`config.mk`:
```
export PLATFORM = sky130hd
export DESIGN_NAME = io_flag_unit_flat
export DESIGN_NICKNAME = d
export VERILOG_FILES = /design/src/rtl/io_flag_unit_if.sv /design/src/rtl/io_flag_unit.sv /design/src/flat_wrapper.sv
export SDC_FILE = /design/constraint.sdc
export NUM_CORES = 1
export LEC_CHECK = 0
export CORE_MARGIN = 3
export CORE_UTILIZATION = 35
export DETAILED_ROUTE_END_ITERATION = 6
export GPL_ROUTABILITY_DRIVEN = 0
export PLACE_DENSITY = 0.78
export REMOVE_ABC_BUFFERS = 1
export SYNTH_ARGS = -nofsm -noshare
export SYNTH_HDL_FRONTEND = slang
export SYNTH_SLANG_ARGS = --single-unit
```
`constraint.sdc`:
```
create_clock -name clk -period 2.35 [get_ports clk]
set_clock_uncertainty 0.15 [all_clocks]
set_input_delay 0.3525 -clock clk [delete_from_list [all_inputs] [get_ports clk]]
set_output_delay 0.3525 -clock clk [all_outputs]
set_load 0.02 [all_outputs]
```
`src/rtl/io_flag_unit_if.sv`:
```
// Device-side bundle of the basic computer I/O unit:
// keyboard input channel and printer output channel.
interface io_flag_unit_if #(
    parameter int DATA_W = 8
);
    logic              kb_valid;
    logic [DATA_W-1:0] kb_data;
    logic              kb_ready;
    logic              prn_valid;
    logic [DATA_W-1:0] prn_data;
    logic              prn_ready;

    // Devices: keyboard source and printer sink
    modport master (
        output kb_valid, kb_data, prn_ready,
        input  kb_ready, prn_valid, prn_data
    );

    // The I/O flag unit itself
    modport slave (
        input  kb_valid, kb_data, prn_ready,
        output kb_ready, prn_valid, prn_data
    );
endinterface

```
`src/rtl/io_flag_unit.sv`:
```
// Basic computer I/O unit: INPR/OUTR, FGI/FGO flags,
// interrupt flip-flop R and printer handshake FSM.
module io_flag_unit #(
    parameter int DATA_W  = 8,
    parameter int PRN_GAP = 3
) (
    input  logic              clk,
    input  logic              reset,
    io_flag_unit_if.slave     io,
    input  logic              inp_take,
    input  logic              out_load,
    input  logic [DATA_W-1:0] ac_in,
    input  logic              ien,
    input  logic              r_chk,
    input  logic              r_clr,
    output logic [DATA_W-1:0] inpr,
    output logic              fgi,
    output logic              fgo,
    output logic              r,
    output logic              in_ovr,
    output logic              out_ovr
);
    localparam int CNT_W = (PRN_GAP < 2) ? 1 : $clog2(PRN_GAP + 1);

    typedef enum logic [1:0] {
        IDLE = 2'd0,
        SEND = 2'd1,
        GAP  = 2'd2
    } prn_state_e;

    prn_state_e        state_q, state_d;
    logic [CNT_W-1:0]  cnt_q, cnt_d;
    logic [DATA_W-1:0] inpr_q, inpr_d;
    logic [DATA_W-1:0] outr_q, outr_d;
    logic              fgi_q, fgi_d;
    logic              fgo_q, fgo_d;
    logic              r_q, r_d;
    logic              prn_valid_q, prn_valid_d;
    logic              in_ovr_q, in_ovr_d;
    logic              out_ovr_q, out_ovr_d;
    logic              kb_accept;

    // Keyboard side, INP strobe, interrupt flip-flop and sticky overrun bits
    always_comb begin
        kb_accept = io.kb_valid & ~fgi_q;
        inpr_d    = inpr_q;
        fgi_d     = fgi_q;
        in_ovr_d  = in_ovr_q | (inp_take & ~fgi_q);
        out_ovr_d = out_ovr_q | (out_load & ~fgo_q);
        if (kb_accept) begin
            inpr_d = io.kb_data;
            fgi_d  = 1'b1;
        end else if (inp_take && fgi_q) begin
            fgi_d = 1'b0;
        end
        // Set condition uses pre-edge flag values
        if (r_clr) begin
            r_d = 1'b0;
        end else if (r_chk && ien && (fgi_q || fgo_q)) begin
            r_d = 1'b1;
        end else begin
            r_d = r_q;
        end
    end

    // Printer FSM: load OUTR, hold it until accepted, then recover
    always_comb begin
        state_d     = state_q;
        cnt_d       = cnt_q;
        outr_d      = outr_q;
        fgo_d       = fgo_q;
        prn_valid_d = prn_valid_q;
        unique case (state_q)
            IDLE: begin
                if (out_load) begin
                    outr_d      = ac_in;
                    fgo_d       = 1'b0;
                    prn_valid_d = 1'b1;
                    state_d     = SEND;
                end
            end
            SEND: begin
                if (io.prn_ready) begin
                    prn_valid_d = 1'b0;
                    if (PRN_GAP == 0) begin
                        fgo_d   = 1'b1;
                        state_d = IDLE;
                    end else begin
                        cnt_d   = CNT_W'(PRN_GAP);
                        state_d = GAP;
                    end
                end
            end
            GAP: begin
                if (cnt_q <= CNT_W'(1)) begin
                    fgo_d   = 1'b1;
                    state_d = IDLE;
                end else begin
                    cnt_d = cnt_q - CNT_W'(1);
                end
            end
            default: begin
                fgo_d       = 1'b1;
                prn_valid_d = 1'b0;
                state_d     = IDLE;
            end
        endcase
    end

    // State registers; reset takes effect without waiting for a clock
    always_ff @(posedge clk or posedge reset) begin
        if (reset) begin
            state_q     <= IDLE;
            cnt_q       <= '0;
            inpr_q      <= '0;
            outr_q      <= '0;
            fgi_q       <= 1'b0;
            fgo_q       <= 1'b1;
            r_q         <= 1'b0;
            prn_valid_q <= 1'b0;
            in_ovr_q    <= 1'b0;
            out_ovr_q   <= 1'b0;
        end else begin
            state_q     <= state_d;
            cnt_q       <= cnt_d;
            inpr_q      <= inpr_d;
            outr_q      <= outr_d;
            fgi_q       <= fgi_d;
            fgo_q       <= fgo_d;
            r_q         <= r_d;
            prn_valid_q <= prn_valid_d;
            in_ovr_q    <= in_ovr_d;
            out_ovr_q   <= out_ovr_d;
        end
    end

    assign io.kb_ready  = ~fgi_q;
    assign io.prn_valid = prn_valid_q;
    assign io.prn_data  = outr_q;
    assign inpr         = inpr_q;
    assign fgi          = fgi_q;
    assign fgo          = fgo_q;
    assign r            = r_q;
    assign in_ovr       = in_ovr_q;
    assign out_ovr      = out_ovr_q;
endmodule

```
`src/flat_wrapper.sv`:
```
// flat-port wrapper written by rule: the top's interface ports become plain ports
module io_flag_unit_flat 
#(
    parameter int DATA_W  = 8,
    parameter int PRN_GAP = 3
)
  (clk, reset, inp_take, out_load, ac_in, ien, r_chk, r_clr, inpr, fgi, fgo, r, in_ovr, out_ovr, io_kb_valid, io_kb_data, io_prn_ready, io_kb_ready, io_prn_valid, io_prn_data);
  io_flag_unit_if #(.DATA_W(DATA_W)) io_i ();
  input  logic clk;
  input  logic reset;
  input  logic inp_take;
  input  logic out_load;
  input  logic [DATA_W-1:0] ac_in;
  input  logic ien;
  input  logic r_chk;
  input  logic r_clr;
  output logic [DATA_W-1:0] inpr;
  output logic fgi;
  output logic fgo;
  output logic r;
  output logic in_ovr;
  output logic out_ovr;
  input wire logic [$bits(io_i.kb_valid)-1:0] io_kb_valid;
  input wire logic [$bits(io_i.kb_data)-1:0] io_kb_data;
  input wire logic [$bits(io_i.prn_ready)-1:0] io_prn_ready;
  output wire logic [$bits(io_i.kb_ready)-1:0] io_kb_ready;
  output wire logic [$bits(io_i.prn_valid)-1:0] io_prn_valid;
  output wire logic [$bits(io_i.prn_data)-1:0] io_prn_data;
  assign io_i.kb_valid = io_kb_valid;
  assign io_i.kb_data = io_kb_data;
  assign io_i.prn_ready = io_prn_ready;
  assign io_kb_ready = io_i.kb_ready;
  assign io_prn_valid = io_i.prn_valid;
  assign io_prn_data = io_i.prn_data;
  io_flag_unit #(.DATA_W(DATA_W), .PRN_GAP(PRN_GAP)) u_core (.clk(clk), .reset(reset), .io(io_i), .inp_take(inp_take), .out_load(out_load), .ac_in(ac_in), .ien(ien), .r_chk(r_chk), .r_clr(r_clr), .inpr(inpr), .fgi(fgi), .fgo(fgo), .r(r), .in_ovr(in_ovr), .out_ovr(out_ovr));
endmodule
```
==> Flow_metrics.wiki, run 1 <==
{| class="wikitable"
! Metric !! Value
|-
| DIE HEIGHT || 62.0 microns
|-
| WS Path Type || flip-flop to primary output
|-
| Yosys warns || 0
|-
| Clock network latency to the later pin of the worst-skew pair || ~0.32 ns
|-
| Standard cell with the maximum stage delay on the critical path || clkdlybuf4s50_1
|-
| Detailed-routed wire length on met2 || about 1100 microns
|-
| Req. time, crit path || approximately 1.9 ns
|-
| Class of the most critical hold timing path || input port to asynchronous set/reset pin
|-
| Global-route wire length before repair || 3640 microns
|-
| Cell count after synthesis || a little under 80
|-
| Detailed placement HPWL || around 1800 microns
|-
| Routed length per placed instance || 13.6 microns
|-
| Number of hold-slack violations in the final timing report || 0
|-
| Clock tree from TritonCTS || yes
|-
| Detailed-route via count || 770
|-
| Synthesis-to-finish area growth || 52.0%
|-
| Number of max-slew violations in the final report || 0
|-
| Category of the worst setup path capture point || primary output
|-
| Transition time at the pin with the least slew margin || 0.385 ns
|-
| Initial antenna violation count || 0
|-
| Largest net degree at the start of global routing || 27
|-
| Library cells used by synthesis || 25
|-
| Initial drt markers || 22
|-
| Die Width || 62.0 microns
|-
| Finished Core Util || 58.1%
|-
| Comb pwr share || 43.7%
|-
| Final routed DRC violation total || 0
|-
| Number of flip-flops and latches in the synthesized netlist || 26
|-
| Detailed-routed wire length on met3 || 183 microns
|-
| Layout cells sized above 1 || 21.9%
|-
| FF-to-FF setup slack || 0.84 ns
|-
| Per-instance average area after synthesis || 14.3 sq um
|-
| Number of H-tree levels || 1
|-
| Fmax || just under 500 MHz
|-
| Via count of the first global-routing pass || 812
|-
| Count of final setup violators || 0
|-
| Drt pass-1 iters || 3
|-
| Average via count per standard cell || about 4.5
|-
| Quantity of I/O buffers inserted on ports || 47
|-
| Peak VDD IR || 0.000499 V
|-
| Overflow left after global routing || 0
|-
| Design internal power || 0.00123 W
|-
| Proportion of synthesized chip area in sequential cells || 59.3%
|-
| Kind of launch point of the worst setup path || flip-flop
|-
| Post-cts hold buffer count || 0
|-
| Count of filler cells inserted in the layout || 246
|-
| TNS Setup || 0 ns
|-
| Net Sw Frac || 32.7%
|-
| Dominant delay contributor by cell family on the critical path || buffers and inverters
|-
| Sequential cell fraction of total power || 39.6%
|-
| Clock network power share || 16.7%
|-
| Setup repair after global routing missed its margin || no
|-
| Cells resized by post-CTS repair || 0
|-
| Max incr delay on CP || 0.63 ns
|-
| Sequential cell area in the final layout || 652 sq um
|-
| Maximum clock path buffer count || 2
|-
| Combined area of the multi-input logic cells || around 410 sq um
|-
| Total of max-cap violations || 0
|-
| Final #Nets || 155
|-
| Net switching power || 0.000601 W
|-
| Total clock buffers created by CTS || 3
|-
| Detail Route Antenna Nets || 0
|-
| Cells along the critical path || clkdlybuf4s50_1
|-
| Run status || finished clean
|-
| Power Density || 1100 nW/um^2
|-
| Clock Sink Count || 26
|-
| Total routed wirelength || 2320 microns
|-
| Overall fraction of global-route tracks in use || about an eighth
|-
| Rows || 19
|-
| N_diodes || 0
|-
| Buffer count from post-CTS setup fixing || 0
|-
| Die area || 3850 sq um
|-
| Root cell of the clock tree || clkbuf_4
|-
| Tightest slew margin relative to the limit || 74.3%
|-
| Maximum fanout along the worst path || 5
|-
| Shortest period the worst path allows || 2.07 ns
|-
| Highest metal layer used by the detailed router || met4
|-
| Share of the clock period used by the worst path after layout || 87.9%
|-
| Reported leakage power || 0.708 nW
|-
| Core region area || about 2900 sq um
|-
| Post-synth design cell area || about 1100 sq um
|-
| Clock edge transition at the registers on the reported setup and hold paths || 0.15 ns
|-
| Top-Level Pins || 48
|-
| Effective utilization at floorplan || a little under two fifths
|-
| Arrival time at the worst endpoint || 1.56 ns
|-
| Buf+Inv Stages, Crit Path || 1
|-
| M1 wire length || 1030 microns
|}
[per-layer routing]
layer | global-route usage (%) | vias up
met5 | 0 | -
met4 | 5.45 | 0
met3 | 2.48 | 2
met2 | 21.9 | 35
met1 | 16.6 | 362
li1 | - | 371
[final cells by class]
cell class	instances	area share, %
clock buffer	3	1.35
clock inverter	1	1.80
inverter	6	1.35
multi-input combinational	43	24.3
sequential	26	39.0
tap	42	3.15
timing repair buffer	49	29.1
[placed cells by master, fill, tap and decap left out, drive strengths merged]
master         instances
clkdlybuf4s50         47
dfrtp                 25
mux2                  16
inv                    6
o21ai                  4
nand2                  4
clkbuf                 3
nor2                   3
a21oi                  2
a21o                   2
buf                    2
nor2b                  1
o21bai                 1
nand2b                 1
o31ai                  1
and2b                  1
o211ai                 1
a211oi                 1
nand3b                 1
o311ai                 1
o31a                   1
o22a                   1
ha                     1
bufinv                 1
dfstp                  1
[power by group through the flow]
stage / Sequential, W / Combinational, W / Clock (W)
floorplan: 0.000870 / 0.000311 / 0
global placement: 0.000733 / 0.000786 / 0
detailed placement: 0.000738 / 0.000810 / 0
CTS: 0.000728 / 0.000816 / 0.000318
global route: 0.000750 / 0.000862 / 0.000339
finish: 0.000726 / 0.000802 / 0.000306
[path summary, 6_finish.rpt]
path                                             start                           endpoint  cells past startpoint
setup / recovery                u_core.fgo$_DFFE_PP1P_                                fgo                      1
hold / removal                                   reset  u_core.io.prn_data[1]$_DFFE_PP0P_                      3
setup reg to reg           u_core.cnt_q[1]$_DFFE_PP0P_        u_core.cnt_q[0]$_DFFE_PP0P_                      4
hold reg to reg               u_core.out_ovr$_DFF_PP0_           u_core.out_ovr$_DFF_PP0_                      1
max in group asynchronous                        reset             u_core.fgo$_DFFE_PP1P_                      3
min in group clk              u_core.out_ovr$_DFF_PP0_           u_core.out_ovr$_DFF_PP0_                      1
[cell families (layout without fill, tap and decap cells)]
group           Yosys count  in the layout  synth area share (%)
compound gates           15             15                  9.45
fa+ha+maj                 1              1                  1.14
buf+inv                   8             59                  3.76
flops                    26             26                  59.3
mux                      16             16                  19.1
simple gates             11             11                  7.18
[synthesized netlist by cell type]
library cell,instances,area [sq um]
mux2_2,8,90.1
mux2_4,8,120
o311ai_0,1,8.76
o21ai_0,4,20.0
nor2_8,1,20.0
buf_2,1,5.00
ha_1,1,12.5
o211ai_1,1,7.51
a21o_1,2,15.0
o31ai_1,1,7.51
and2b_2,1,8.76
nand2b_4,1,13.8
dfrtp_1,25,626
nor2b_1,1,6.26
nand2_1,4,15.0
o21bai_1,1,7.51
a21oi_1,2,10.0
o22a_2,1,10.0
a211oi_1,1,7.51
dfstp_2,1,26.3
nor2_1,2,7.51
inv_1,6,22.5
nand3b_1,1,7.51
o31a_2,1,10.0
clkbuf_8,1,13.8
[stage by stage]
stage / setup slack [ns] / hold WS (ns) / cells / area, sq um / power (W)
after floorplan: 0.774 / 0.242 / 75 / 1080 / 0.00118
after global placement: 0.560 / 0.293 / 166 / 1620 / 0.00152
after detailed placement: 0.516 / 0.294 / 166 / 1620 / 0.00155
after CTS: 0.263 / 0.217 / 170 / 1670 / 0.00186
after global routing: 0.220 / 0.224 / 170 / 1670 / 0.00195
final: 0.284 / 0.214 / 170 / 1670 / 0.00183
[state kept, by name, summed over array words and instances, names as in the netlist]
register	cells
u_core.out_ovr	1
u_core.fgo	1
u_core.io.prn_valid	1
u_core.inpr	8
u_core.fgi	1
u_core.io.prn_data	8
u_core.in_ovr	1
u_core.state_q	2
u_core.cnt_q	2
u_core.r	1
(Power assumes the default switching activity.)
==> inputs of run 2 (changes only) <==
- PLACE_DENSITY: 0.78 -> 0.72
- SLEW_MARGIN: not set -> 20
==> Flow_metrics.wiki, run 2 (synthesis gave the netlist of run 1 again) <==
{| class="wikitable"
! Metric !! Value
|-
| Die Width || 62.0 microns (unchanged)
|-
| N_diodes || 0 (unchanged)
|-
| Class of the most critical hold timing path || input port to asynchronous set/reset pin
|-
| Maximum clock path buffer count || 2 (unchanged)
|-
| Arrival time at the worst endpoint || 1.52 ns (-0.04 ns)
|-
| Cell count after placement || 166 (unchanged)
|-
| Net switching power || 0.000597 W (-0.57%)
|-
| Net Sw Frac || 32.6% (-0.12 points)
|-
| Global-route wire length before repair || 3540 microns (-2.9%)
|-
| Reported leakage power || 0.708 nW (unchanged)
|-
| Kind of launch point of the worst setup path || flip-flop
|-
| Detail Route Antenna Nets || 0 (unchanged)
|-
| Transition time at the pin with the least slew margin || 0.408 ns (+0.0228 ns)
|-
| Comb pwr share || 43.8% (about the same)
|-
| Power Density || 1100 nW/um^2 (-0.19%)
|-
| Buffer count from post-CTS setup fixing || 0 (unchanged)
|-
| Number of hold-slack violations in the final timing report || 0 (unchanged)
|-
| Commonest non-fill, non-tap cell in the layout || clkdlybuf4s50_1
|-
| Die area || 3850 sq um (unchanged)
|-
| Detailed placement HPWL || 1730 microns (-4.3%)
|-
| Clock Sink Count || 26 (unchanged)
|-
| Capture point of the worst reg-to-reg path || u_core.cnt_q[0]$_DFFE_PP0P_
|-
| Overflow left after global routing || 0 (unchanged)
|-
| Design internal power || 0.00123 W (about the same)
|-
| Clock tree from TritonCTS || yes
|-
| Via count of the first global-routing pass || 783 (-3.6%)
|-
| Standard cell with the maximum stage delay on the critical path || clkdlybuf4s50_1
|-
| Quantity of I/O buffers inserted on ports || 47 (unchanged)
|-
| Count of final setup violators || 0 (unchanged)
|-
| Detailed-route via count || 779 (+1.2%)
|-
| Top-Level Pins || 48 (unchanged)
|-
| Rows || 19 (unchanged)
|-
| Clock network latency to the later pin of the worst-skew pair || 0.31 ns (about the same)
|-
| Number of H-tree levels || 1 (unchanged)
|-
| Total routed wirelength || 2240 microns (-3.2%)
|-
| Core region area || 2880 sq um (unchanged)
|-
| Largest net degree at the start of global routing || 27 (unchanged)
|-
| Post-cts hold buffer count || 0 (unchanged)
|-
| Overall fraction of global-route tracks in use || 12.5% (-0.58 points)
|-
| Root cell of the clock tree || clkbuf_4
|-
| Effective utilization at floorplan || 38.2% (unchanged)
|-
| FF-to-FF setup slack || 0.90 ns (+0.06 ns)
|-
| Total of max-cap violations || 0 (unchanged)
|-
| Total clock buffers created by CTS || 3 (unchanged)
|-
| Sequential cell fraction of total power || 39.8% (+0.2 points)
|-
| Max incr delay on CP || 0.61 ns (-0.02 ns)
|-
| Cells resized by post-CTS repair || 0 (unchanged)
|-
| Cells along the critical path || clkdlybuf4s50_1
|-
| Run status || finished clean
|-
| Clock edge transition at the registers on the reported setup and hold paths || 0.14 ns (about the same)
|-
| Routed length per placed instance || 13.2 microns (-3.2%)
|-
| Peak VDD IR || 0.000470 V (-5.8%)
|-
| Dominant delay contributor by cell family on the critical path || buffers and inverters
|-
| Final routed DRC violation total || 0 (unchanged)
|-
| WS Path Type || flip-flop to primary output
|-
| Initial drt markers || 35 (+59%)
|-
| Clock network power share || 16.4% (-0.3 points)
|-
| Worst hold margin || 0.215 ns (+0.00104 ns)
|-
| Req. time, crit path || 1.85 ns (about the same)
|-
| Drt pass-1 iters || 4 (+1)
|-
| Finished Core Util || 58.1% (unchanged)
|-
| Area after detailed placement || 1620 sq um (unchanged)
|-
| DIE HEIGHT || 62.0 microns (unchanged)
|-
| Final #Nets || 155 (unchanged)
|-
| R2r worst-path depth || 4 (unchanged)
|-
| Cell area after layout || 1670 sq um (unchanged)
|-
| Top library cells by usage in the layout, fill and taps aside || 47 x clkdlybuf4s50_1, 25 x dfrtp_1, 8 x mux2_2, 8 x mux2_4, 6 x inv_1
|-
| Tightest slew margin relative to the limit || 72.8% (-1.5 points)
|-
| Fmax || 496 MHz (+2.4%)
|-
| Shortest period the worst path allows || 2.02 ns (-0.0481 ns)
|-
| Initial antenna violation count || 0 (unchanged)
|-
| Final Non-Filler Cells || 170 (unchanged)
|-
| Average via count per standard cell || 4.58 (+1.2%)
|-
| Setup repair after global routing missed its margin || no
|-
| Category of the worst setup path capture point || primary output
|-
| Source of the worst register-to-register timing path || u_core.cnt_q[1]$_DFFE_PP0P_
|-
| Number of max-slew violations in the final report || 0 (unchanged)
|-
| Maximum fanout along the worst path || 5 (unchanged)
|-
| Layout cells sized above 1 || 21.9% (unchanged)
|-
| Buf+Inv Stages, Crit Path || 1 (unchanged)
|-
| TNS Setup || 0 ns (unchanged)
|-
| Synthesis-to-finish area growth || 52.0% (unchanged)
|-
| Share of the clock period used by the worst path after layout || 85.9% (-2.0 points)
|}
run 2: cell counts in the layout (fill, tap and decap cells not counted):
No cell type changed its count.
run 2: how the worst max path moves through the flow:
stage	start	to	slack [ns]	cells past startpoint
after global placement	out_load	u_core.io.prn_data[2]$_DFFE_PP0P_	0.55	4
after global routing	u_core.fgi$_DFFE_PP0P_	io_kb_ready	0.27	2
after floorplan	u_core.fgi$_DFFE_PP0P_	u_core.inpr[0]$_DFFE_PP0P_	0.77	2
after detailed placement	out_load	u_core.io.prn_data[3]$_DFFE_PP0P_	0.53	4
after CTS	u_core.fgo$_DFFE_PP1P_	fgo	0.31	1
final	u_core.fgo$_DFFE_PP1P_	fgo	0.33	1
run 2: layout make-up:
cell class / instances / area, sq um
Tap cell: 42 / 52.6
Sequential cell: 26 / 652
Multi-Input combinational cell: 43 / 405
Fill cell: 244 / 1210
Inverter: 6 / 22.5
Clock inverter: 1 / 30.0
Clock buffer: 3 / 22.5
Timing Repair Buffer: 49 / 485
run 2: metrics by stage:
stage	setup slack (ns)	power, W
finish	0.332	0.00183
global route	0.265	0.00195
CTS	0.308	0.00186
detailed placement	0.533	0.00155
global placement	0.554	0.00152
floorplan	0.774	0.00118
run 2: power groups by stage:
stage	clock, W	sequential (W)	combinational, W
floorplan	0	0.000870	0.000311
global placement	0	0.000732	0.000788
detailed placement	0	0.000737	0.000811
CTS	0.000314	0.000731	0.000815
global route	0.000331	0.000757	0.000868
finish	0.000301	0.000728	0.000802
run 2: layer usage:
layer,vias up,GRT usage (%),part of all wire (%)
met4,0,4.55,1.1
met2,32,21.7,50
met1,372,14.3,39
li1,371,-,-
met5,-,0,0
met3,4,4.13,9.4
==> inputs of run 3 (changes only) <==
- ABC_AREA: not set -> 0
- ABC_CLOCK_PERIOD_IN_PS: not set -> 2350
==> results of run 3 <==
No change in the layout: final DEF, timing and power equal those of run 2.
